==> config.mk <==
export PLATFORM = sky130hd
export DESIGN_NAME = lcd_char_queue
export DESIGN_NICKNAME = d
export VERILOG_FILES = /design/src/rtl/lcd_char_queue.sv
export SDC_FILE = /design/constraint.sdc
export NUM_CORES = 1
export LEC_CHECK = 0
export BUFFER_PORTS_ARGS = -buffer_cell sky130_fd_sc_hd__buf_2
export CAP_MARGIN = 0
export CORE_AREA = 2 2 108 79
export CTS_CLUSTER_SIZE = 16
export DETAILED_ROUTE_END_ITERATION = 10
export DIE_AREA = 0 0 110 81
export PLACE_DENSITY_LB_ADDON = 0.15
export SKIP_CTS_REPAIR_TIMING = 1
export SKIP_LAST_GASP = 1
export SYNTH_ARGS = -nofsm -noshare
export SYNTH_HDL_FRONTEND = slang
export SYNTH_SLANG_ARGS = --single-unit
export TNS_END_PERCENT = 5
==> constraint.sdc <==
create_clock -name Clock -period 5.76 [get_ports Clock]
set_clock_uncertainty 0.15 [all_clocks]
set_input_delay 0 -clock Clock [delete_from_list [all_inputs] [get_ports Clock]]
set_output_delay 0 -clock Clock [all_outputs]
set_load 0.01 [all_outputs]
==> src/rtl/lcd_char_queue.sv <==
// lcd_char_queue: character FIFO between the ALU LCD instruction and the LCD
// controller. Characters are pushed when space is available, and a small
// three-state FSM presents them one at a time with a ready/accept handshake.
module lcd_char_queue #(
  parameter int DEPTH = 8,
  parameter int AW    = 3
) (
  input  logic          Clock,
  input  logic          Reset,
  input  logic [7:0]    iData,
  input  logic          iData_Valid,
  input  logic          iFlush,
  output logic          oReadyForData,
  output logic [7:0]    oData,
  output logic          oData_Ready,
  input  logic          iLCD_Ready,
  output logic [AW:0]   oCount,
  output logic          oOverflow
);

  typedef enum logic [1:0] {
    IDLE      = 2'd0,
    PRESENT   = 2'd1,
    WAIT_BUSY = 2'd2
  } state_t;

  localparam logic [AW:0] FULL_COUNT = (AW+1)'(DEPTH);
  localparam logic [AW-1:0] PTR_ONE  = AW'(1);
  localparam logic [AW:0] CNT_ONE    = (AW+1)'(1);

  logic [7:0]    mem_q [DEPTH];
  logic [AW-1:0] wr_ptr_q, wr_ptr_d;
  logic [AW-1:0] rd_ptr_q, rd_ptr_d;
  logic [AW:0]   count_q, count_d;
  logic [7:0]    data_q, data_d;
  logic          overflow_q, overflow_d;
  state_t        state_q, state_d;
  logic          push_w;
  logic          pop_w;
  logic          ready_w;

  // Space is judged from the registered count only, so a pop this cycle
  // frees a slot no earlier than the next cycle.
  always_comb begin
    ready_w = (count_q != FULL_COUNT);
    push_w  = iData_Valid && ready_w && !iFlush;
    pop_w   = (state_q == PRESENT) && iLCD_Ready;
  end

  // Storage write port; contents need no reset because count gates reads.
  always_ff @(posedge Clock) begin
    if (push_w) begin
      mem_q[wr_ptr_q] <= iData;
    end
  end

  // Output handshake FSM: next state and the presented character.
  always_comb begin
    state_d = state_q;
    data_d  = data_q;
    case (state_q)
      IDLE: begin
        if (!iFlush && (count_q != '0)) begin
          state_d = PRESENT;
          data_d  = mem_q[rd_ptr_q];
        end
      end
      PRESENT: begin
        // An accept wins over a flush so the handshake still completes.
        if (iLCD_Ready) begin
          state_d = WAIT_BUSY;
        end else if (iFlush) begin
          state_d = IDLE;
        end
      end
      WAIT_BUSY: begin
        if (iFlush || !iLCD_Ready) begin
          state_d = IDLE;
        end
      end
      default: begin
        state_d = IDLE;
      end
    endcase
  end

  // Pointer, occupancy and sticky overflow next-state logic.
  always_comb begin
    wr_ptr_d   = wr_ptr_q;
    rd_ptr_d   = rd_ptr_q;
    count_d    = count_q;
    overflow_d = overflow_q | (iData_Valid & ~ready_w);
    if (iFlush) begin
      wr_ptr_d = '0;
      rd_ptr_d = '0;
      count_d  = '0;
    end else begin
      if (push_w) begin
        wr_ptr_d = wr_ptr_q + PTR_ONE;
      end
      if (pop_w) begin
        rd_ptr_d = rd_ptr_q + PTR_ONE;
      end
      case ({push_w, pop_w})
        2'b10:   count_d = count_q + CNT_ONE;
        2'b01:   count_d = count_q - CNT_ONE;
        default: count_d = count_q;
      endcase
    end
  end

  // State registers with synchronous reset overriding every other action.
  always_ff @(posedge Clock) begin
    if (Reset) begin
      state_q    <= IDLE;
      wr_ptr_q   <= '0;
      rd_ptr_q   <= '0;
      count_q    <= '0;
      data_q     <= 8'h00;
      overflow_q <= 1'b0;
    end else begin
      state_q    <= state_d;
      wr_ptr_q   <= wr_ptr_d;
      rd_ptr_q   <= rd_ptr_d;
      count_q    <= count_d;
      data_q     <= data_d;
      overflow_q <= overflow_d;
    end
  end

  // Output decode from registered state.
  always_comb begin
    oReadyForData = ready_w;
    oData         = data_q;
    oData_Ready   = (state_q == PRESENT);
    oCount        = count_q;
    oOverflow     = overflow_q;
  end

endmodule

* Word level (Yosys, flattened, before mapping) *
Memories as Yosys holds them, arrays and structs flattened. A register that Yosys moved wholly into a read port is not among the register bits.
Cells that the tools add are included.

storage, ports and cells
  register bits after elaboration = 13
  logic and storage cells = 42
  output and inout port bits = 15
  memory bits (read-only) = 0
  memories = 1
  bits in writable memories = 64
  latch bits = 0
  input port bits = 13

memories
  memory  words  width  read ports  clocked after Yosys merged registers in  wr ports  line  text
  mem_q   8      8      1           1                                        1         31    logic [7:0] mem_q [DEPTH];

operators by class
  divide/modulo/power cells = 0
  reductions and logical operators = 13
  magnitude comparators = 0
  muxes and demuxes = 8
  add/subtract/negate cells = 4
  bitwise gates (word level) = 3
  shift operators = 0
  $mul = 0
  eq/ne operators = 8

operators by type and width
  cell                 number
  $mux 2               4
  $pmux 4 s2           1
  $add 3x1->3 const B  2
  $pmux 2 s3           1
  $add 4x1->4 const B  1
  $eq 2x1->1 const B   2
  $eq 2x2->1 const B   2
  $logic_and 1x1->1    4
  $ne 2x2->1 const B   2
  $ne 4x4->1 const B   1
  $reduce_bool 4->1    1
  $sub 4x1->4 const B  1
  $ne 3x2->1 const B   1
  $reduce_and 3->1     1
  $logic_not 1->1      2
  $logic_not 2->1      1
  $mux 1               2
  $reduce_and 2->1     1
  $reduce_bool 2->1    1
  $reduce_or 2->1      1
  $and 1x1->1          1
  $logic_or 1x1->1     1
  $not 1->1            1
  $or 1x1->1           1

* Depth between registers and ports, before layout *
Gate-level depths: netlist of run 1.

  word-level depth = 5
  gate-level depth with buffers = 11
  gate-level depth less buffers = 10

* Least setup slack after synthesis of run 1 *
Ideal clock, no wire load.

  path kind = register -> register
  start point = register count_q[0] (netlist: oCount[0])
  end point = register count_q[2] (netlist: oCount[2])
  buffers on the path = 1
  stages on the path, launching flop included = 12
  library setup time = 0.071 ns
  arrival time = 2.407 ns
  required time = 5.539 ns
  setup slack = 3.132 ns
  clock period less this slack = 2.628 ns
  cell sequence = dfxtp_1 -> or4b_1 -> buf_2 -> nand2_1 -> or2_2 -> ha_1 -> xor2_1 -> ha_1 -> a21oi_1 -> xor2_1 -> or3_1 -> a21oi_1

between the ends
  cells in the longest elaborated chain, start to end = 5
  elaborated cells on any way between the ends = 9
  those cells by class = 2 x add/sub; 3 x eq/ne; 1 x mux; 3 x reduce/logical

ends and longest elaborated chain
  element                                                 line  text
  start, declared                                         34    logic [AW:0] count_q, count_d;
  start signal, assigned                                  125   count_q <= count_d;
  $ne 4x4->1 *                                            45    ready_w = (count_q != FULL_COUNT);
  via oReadyForData                                       13    output logic oReadyForData,
  $logic_and 1x1->1 * (2 in series)                       46    push_w = iData_Valid && ready_w && !iFlush;
  $eq 2x1->1 / $eq 2x2->1 (equally long branches)         104   case ({push_w, pop_w})
  $pmux 4 s2 / $reduce_bool 2->1 (equally long branches)  n/a

The timed path passes the listed nets; every way through them passes the cells marked *.
A chain may end at the register's enable or synchronous reset.

* Worst setup path after layout of run 1 *
  start point = register count_q[0] (netlist: oCount[0])
  end point = register count_q[2] (netlist: oCount[2])

between the ends
  cells in the longest elaborated chain, start to end = 5
  elaborated cells on any way between the ends = 9
  those cells by class = 2 x add/sub; 3 x eq/ne; 1 x mux; 3 x reduce/logical

ends and longest elaborated chain
  element                                                 line
  $ne 4x4->1                                              45
  $logic_and 1x1->1 (2 in series)                         46
  $eq 2x1->1 / $eq 2x2->1 (equally long branches)         104
  $pmux 4 s2 / $reduce_bool 2->1 (equally long branches)  n/a

Parallel ways exist; a longest one is shown, timed or not.

==> reports/results.txt, run 1 <==
The flow ran to the end, and the final reports show no timing, DRC or antenna violations. Peak ir drop on the vdd network: 0.183 mV. The die covers 8910 sq um. The tools report the wire length after detailed routing as 6650 microns. The tools report the root buffer cell as clkbuf_8. The first global-routing pass estimated 9880 microns of wire. The die width came out at 110 microns.

The clock period could shrink to 2.80 ns. The detailed router finished its first iteration with 151 violations. The number of diodes is 0, and the area used by multi-input combinational logic is 1040 sq um. The post-place instance area is 3660 sq um, and the total of max-cap violations is 0.

Counting distinct cell types in the post-synthesis netlist gives 36. The vias per cell works out to 5.28. In this design, the stage delay of the slowest critical-path cell is 0.67 ns. Worst-path cell with the longest stage delay: or4b_1. Setup repair after global routing left no endpoint under its margin. The proportion of synthesized area in mux cells was 12.4%; the cell leakage power was 1.38 nW.

The final HPWL from detailed placement was 4170 microns; the total number of clock tree sinks was 85. Of all cell types, the one taking the most synthesized area is edfxtp_1. The number of global-route vias before repair was 1,715; the sequential share of the synthesized area was 67.8%. For the summed negative setup slack over all endpoints, the log shows 0 ns.

The worst setup path is captured at a flip-flop. The number of H-tree branching levels came out at 3. The worst setup path is launched from a flip-flop. The number of placement rows was 28; the compound-gate portion of the synthesized area was 4.75%. 28 I/O pins were placed. For the final count of pins violating max slew, the log shows 0.

From synthesis to final layout, the design area changed by 15.0%. The critical path runs through a total of 10 cells. In this design, the largest share of critical-path delay is due to simple AND/OR/NAND/NOR gates. Summing the areas of all and, or, nand and nor instances in the mapped netlist gives 9.53% of the synthesized area.

The worst path uses 48.5% of the clock period. The run gives 3970 sq um as the design area. Largest family of logic cells by synthesized area: multiplexers. For the worst flop-to-flop path, the logic depth is 10.

Counting flops and latches in the post-synthesis netlist gives 85. The slack of the worst reg-to-reg path was 2.96 ns. The TritonCTS buffer count is 9.

The proportion of register bits with asynchronous set or reset after synthesis was 0%. Once detail routing completed, the nets flagged for antenna violations numbered 0. Number of antenna violations at the first check in global routing: 0. Among all flip-flop cells after synthesis, the most frequent one is edfxtp_1. At the later pin of the worst-skew pair, clock insertion delay measures 0.36 ns.

The total standard cell area after synthesis was 3450 sq um; the arrival time of data at the critical path endpoint was 2.94 ns. Highest net fanout along the worst path: 8. The area taken by flip-flops and latches is 2340 sq um, and the headroom to the max-slew limit is 28.5%. The run gives 0.766 as the final weighted congestion in routability-driven placement. Total overflow reported by the global router: 0.

The number of buffers on the longest clock path is 2, and the routed length per instance is 18.8 microns. Setup violations remaining at the end of the flow were counted as 0. By area the synthesized netlist is led by edfxtp_1, dfxtp_1, mux4_1. Counting both buffers and inverters, the worst setup path holds a total of 0. From bottom edge to top edge, the die measures 81 microns. The number of enable-type register cells in the synthesized netlist was 64. Yosys warning count: 0.

The critical path ends at oCount[2]. The final worst hold slack came out at 0.266 ns. The number of I/O port buffers came out at 27.

Clock-pin slew reported for the worst setup and hold paths after clock tree synthesis: 0.08 ns. The tools report the final hold violation count as 0. For the length of the first detailed-routing pass in iterations, the log shows 4. For the pin with the worst max-slew slack, the measured transition is 1.06 ns. Entering global routing, the biggest net connects 19 pins. The synthesized netlist devotes 1.52% of its cell area to XOR and XNOR gates. In this run the standard cell core region covers 8020 sq um.

For this configuration, the core starts out at a cell density of 43.0%. The routed layout has 1,868 vias. Capture point of the worst reg-to-reg path: oCount[2]. At the worst endpoint, the required time is 5.90 ns. The most critical setup path has its startpoint at oCount[0]. Global routing used 16.2% of the available tracks across all layers. Path class of the lowest-slack min-delay path: input pin to flip-flop. The filler cells instantiated in the layout total 689.

The adder-cell share of the synthesized area is 1.81%, and the synthesized netlist net count is 219. The setup path with the least slack is of type flip-flop to flip-flop. Dividing total power by cell area gives a power density of 278 nW/um^2. A synthesized cell averages 17.2 sq um. The top cell type by area accounts for 55.7% of the synthesized area. Walking the worst path, the cells encountered are or4b_1 > nand2_1 > or2_2 > ha_1 > xor2_1 > ha_1 > a21oi_1 > xor2_1 > or3_1 > a21oi_1.

For this run, design rule violations remaining after detail routing come to 0. The logs give 262 for the total number of nets in the final design and 201 for the post-synthesis instance total. The worst register-to-register path begins at oCount[0]. The post-route netlist has 19.7% of its cells at a drive strength greater than 1. The highest clock rate is 358 MHz.

TritonCTS built the clock tree.
cell families (layout without fill, tap and decap cells):
family          after synthesis  count (layout)
fa+ha+maj                     5               5
buf+inv                      11              59
simple gates                 55              55
mux                          17              17
flops                        85              85
xor+xnor                      6               6
compound gates               22              22
worst min-delay path by stage:
stage	start	endpoint	slack [ns]	depth (start not counted)
CTS	Reset	oOverflow	-0.29	2
floorplan	Reset	oOverflow	-0.08	1
global placement	Reset	oOverflow	0.1	2
global route	Reset	state_q[1]	0.29	3
finish	Reset	state_q[1]	0.27	3
detailed placement	Reset	oOverflow	0.10	2
placed cells by master (no fill, tap or decap), drive strengths merged, types with 2 or more instances in the layout:
cell	Yosys	routed
ha	5	5
or3	3	3
buf	7	27
mux4	16	16
nand4b	3	3
dfxtp	21	21
dlygate4sd3	0	13
or2	2	2
and4	8	8
edfxtp	64	64
nand2	6	6
xor2	6	6
a221o	8	8
nor2	17	17
a2111oi	2	2
inv	3	3
nand2b	4	4
clkinv	0	3
clkbuf	1	11
a21oi	8	8
nand3	3	3
o21ai	3	3
nor3	3	3
worst register-to-register path, delay by kind of cell, from the launching register on:
kind / cells / cell delay, ns
XOR/XNOR: 2 / 0.33
AO/OA/AOI/OAI: 2 / 0.18
adder cells (fa/ha/maj): 2 / 0.39
flip-flops: 1 / 0.38
AND/OR/NAND/NOR: 4 / 1.29
through the flow:
step / power, W / util, % / setup WS, ns / instances
2_1_floorplan: 0.000698 / - / 3.13 / 201
3_3_place_gp: 0.000716 / 45.6 / 3.08 / 325
3_5_place_dp: 0.000716 / 45.6 / 3.01 / 325
4_1_cts: 0.00111 / 47.9 / 3.00 / 341
5_1_grt: 0.00115 / 49.5 / 2.80 / 354
6_report: 0.00110 / 49.5 / 2.96 / 354
power breakdown:
| group | switching (W) | internal (W) | leakage [nW] |
|---|---|---|---|
| Combinational | 0.0000242 | 0.0000179 | 0.545 |
| Clock | 0.000198 | 0.000198 | 0.0907 |
| Sequential | 0.00000339 | 0.000663 | 0.748 |
routing by layer:
| layer | GRT usage [%] | wire length (microns) | up-vias |
|---|---|---|---|
| met2 | 22.9 | 2880 | 47 |
| met5 | 0 | 0 | - |
| met1 | 23.3 | 3330 | 911 |
| met4 | 5.32 | 71 | 0 |
| li1 | - | - | 903 |
| met3 | 5.86 | 365 | 7 |
state kept, by name, indices dropped and copies added (netlist names):
signal,cells
oCount,4
state_q,2
oOverflow,1
mem_q,64
rd_ptr_q,3
oData,8
wr_ptr_q,3
synthesized netlist by cell type (all sizes together), types with 2 or more instances:
| cell type | instances |
|---|---|
| nor3 | 3 |
| dfxtp | 21 |
| edfxtp | 64 |
| nand2 | 6 |
| or2 | 2 |
| o21ai | 3 |
| nand2b | 4 |
| nor2 | 17 |
| a21oi | 8 |
| ha | 5 |
| xor2 | 6 |
| a2111oi | 2 |
| inv | 3 |
| nand3 | 3 |
| and4 | 8 |
| nand4b | 3 |
| mux4 | 16 |
| or3 | 3 |
| a221o | 8 |
| buf | 7 |
cell type report:
class / count / share of cell area [%]
clock inverter: 5 / 1.29
inverter: 3 / 0.283
clock buffer: 11 / 3.31
sequential: 85 / 59.0
timing repair buffer: 40 / 6.68
multi-input combinational: 105 / 26.2
tap: 105 / 3.31
(Power assumes the default switching activity.)
==> inputs of run 2 (changes only) <==
==> constraint.sdc (replaced) <==
create_clock -name Clock -period 2.3 [get_ports Clock]
set_clock_uncertainty 0.15 [all_clocks]
set_input_delay 0 -clock Clock [delete_from_list [all_inputs] [get_ports Clock]]
set_output_delay 0 -clock Clock [all_outputs]
set_load 0.01 [all_outputs]
==> run 2 against run 1 <==
Against the previous run:
- the flow now finishes with violations (negative setup slack)
- total power increased to 2.6 times the previous value
- final cell count increased by 5.1%
- sequential cell count unchanged
- register-to-register slack got worse by 3.1 ns
- cell area increased by 5.7%
- combinational power increased to 3.0 times the previous value
- non-clock buffer count increased by 18
- global-route usage increased by 0.14 points
- maximum frequency increased by 15%
- critical path type unchanged
- largest cell class unchanged
==> reports/results.txt, run 2 (synthesized netlist as in run 1, its figures left out) <==
In the final layout, the share of cells above drive strength 1 is 28.1%. The tools report the startpoint of the most critical register-to-register path as oCount[1]. For the pin with the worst max-slew slack, the measured transition is 1.02 ns. The logs give 4400 microns for the final HPWL from detailed placement and 2.56 ns for the arrival time of data at the critical path endpoint. The number of placement rows is 28. Share of the clock period used by the worst path: 105%. The number of flip-flops in the largest register came out at 64. Dividing the detail-routed wire length by the instance count gives 18.3 microns. Final weighted congestion in routability-driven placement: 0.816. TritonCTS created 9 clock buffers. The layer carrying the most global-route usage is met2.

Global routing consumed, on the met2 layer, 24.1% of the routing resources. The floorplan step defined a die boundary enclosing 8910 sq um. In the global route stage, met1 resource usage came out at 22.3%. Total overflow reported by the global router: 0. The slack of the critical path was -0.123 ns; the number of I/O port buffers was 27. STA classifies the critical path endpoint as a flip-flop.

The final reports fail on negative setup slack. TritonCTS built the clock tree. The run gives 43.0% as the initial standard-cell utilization of the core. For this design the static power due to leakage is 1.50 nW. In this run, placement finished with an instance count of 342. The routed design could run at a clock period as short as 2.42 ns.

The number of diodes is 0, and the total power per unit cell area is 695 nW/um^2. The tools report the area of the core as 8020 sq um. The highest clock rate was 413 MHz.

After detailed routing, the number of vias per cell comes to 5.18. Leaving out fill and tap cells, the most frequent cells in the layout are edfxtp_1, buf_2, dfxtp_1, nor2_1, buf_4. CTS saw 85 sinks. The library cell used most frequently in the layout, excluding fill and tap cells, is edfxtp_1. The cell family contributing the most delay on the critical path is simple AND/OR/NAND/NOR gates.

The tools report the final count of pins violating max slew as 0. Together, buffers and inverters on the worst path number 0. The number of cells on the worst reg-to-reg path is 10. The total routing resource utilization after global routing came out at 16.4%.

The data required time of the worst path is 2.44 ns. For the worst-skew pair later-pin latency, the log shows 0.35 ns. The peak ir drop on the vdd network is 0.465 mV, and the total number of nets in the final design is 280. The count of nets left with antenna violations once routing finished came out at 0. The worst setup path is launched from a flip-flop. Worst hold endpoint: mem_q[1][7].

Wires add up to 6810 microns. The path class of the lowest-slack min-delay path was input pin to flip-flop. Global routing used 6.34% of the available met3 tracks. The total of max-cap violations came out at 0.

The tools report the number of antenna violations at the first check in global routing as 0. By instance count, the cell type seen most on the critical path is xor2_1. The run gives 668 as the final-layout fill cell count. After clock tree synthesis, the clock-pin slew on the worst setup and hold paths is 0.08 ns. The synthesis-to-finish area growth came out at 21.6%. For this block, the via count after detailed routing is 1,928.

The power consumption was 0.00292 W; the highest net fanout along the worst path was 3. After the first detailed-routing iteration, the DRC count stood at 99. The endpoint identified for the worst register-to-register timing path is oCount[2]. The run gives 1,801 as the number of global-route vias before repair.

Number of endpoints failing setup at the final stage: 25. The first detailed-routing pass took 4 iterations. Setup repair after global routing could not meet its margin everywhere. The logs give 31.4% for the headroom to the max-slew limit and 0 for the final hold violation count. The finished layout holds 372 standard cells, fillers aside. The signal on the critical path passes through or4b_4 > nand2_4 > or2_4 > ha_4 > xor2_1 > ha_2 > a21oi_1 > xor2_1 > or3_1 > a21oi_2. The clock passes through at most 2 buffers. The first global-routing pass estimated 9930 microns of wire.

The setup check on the worst reg-to-reg path leaves a slack of -0.12 ns. The largest single stage delay on the critical path is 0.56 ns. Entering global routing, the biggest net connects 18 pins.

The slowest stage of the critical path is the or4b_4 cell. From left edge to right edge, the die measures 110 microns. The cell depth of the worst min-delay path is 4. Count of unresolved DRC violations after routing: 0.

28 I/O pins were placed. mem_q holds more flip-flops than any other register. The start point of the worst hold path was iData_Valid. The classification of the worst setup path is flip-flop to flip-flop. CTS placed an instance of clkbuf_8 at the clock tree root.

The flow ran to the end, but the final reports show violations. The H-tree was split into 3 levels. The floorplan step set the die height to 81 microns.
[run 2: cell type report]
type	count	area (sq um)	share of cell area, %
clock buffer	11	141	3.37
clock inverter	5	73.8	1.76
inverter	3	11.3	0.268
multi-input combinational	105	1080	25.7
sequential	85	2350	55.9
tap	105	131	3.13
timing repair buffer	58	415	9.89
[run 2: worst max path at each step]
stage | cells past startpoint | slack [ns] | from | endpoint
2_1_floorplan | 11 | -0.18 | oCount[1] | oCount[2]
3_3_place_gp | 10 | -0.10 | oCount[1] | oCount[2]
3_5_place_dp | 7 | -0.28 | oCount[1] | oCount[3]
4_1_cts | 7 | -0.30 | oCount[1] | oCount[3]
5_1_grt | 10 | -0.24 | oCount[1] | oCount[2]
6_report | 10 | -0.12 | oCount[1] | oCount[2]
[run 2: worst min-delay path: stages]
cell and delay, ns:
buf_2 0.11, nand4b_1 0.16, nor3_1 0.06, buf_4 0.18
[run 2: routing by layer]
layer,routed length (microns),part of all wire (%)
met2,3100,46
met4,75,1.1
met1,3320,49
met3,307,4.5
met5,0,0
[run 2: power breakdown]
part,switching (W),total (W),internal [W],leakage [nW]
clock,0.000495,0.00113,0.000634,0.111
sequential,0.00000484,0.00166,0.00166,0.749
combinational,0.0000678,0.000124,0.0000560,0.641
[run 2: metrics by stage]
stage / setup TNS, ns / hold slack, ns / setup slack, ns / area, sq um / util [%]
after floorplan: -0.292 / -0.0776 / -0.180 / 3490 / -
final: -0.841 / 0.201 / -0.123 / 4200 / 52.3
after detailed placement: -2.03 / 0.107 / -0.284 / 3820 / 47.7
after global placement: -1.09 / 0.0927 / -0.104 / 3820 / 47.7
after CTS: -2.18 / -0.281 / -0.296 / 4040 / 50.4
after global routing: -3.59 / 0.194 / -0.236 / 4200 / 52.3
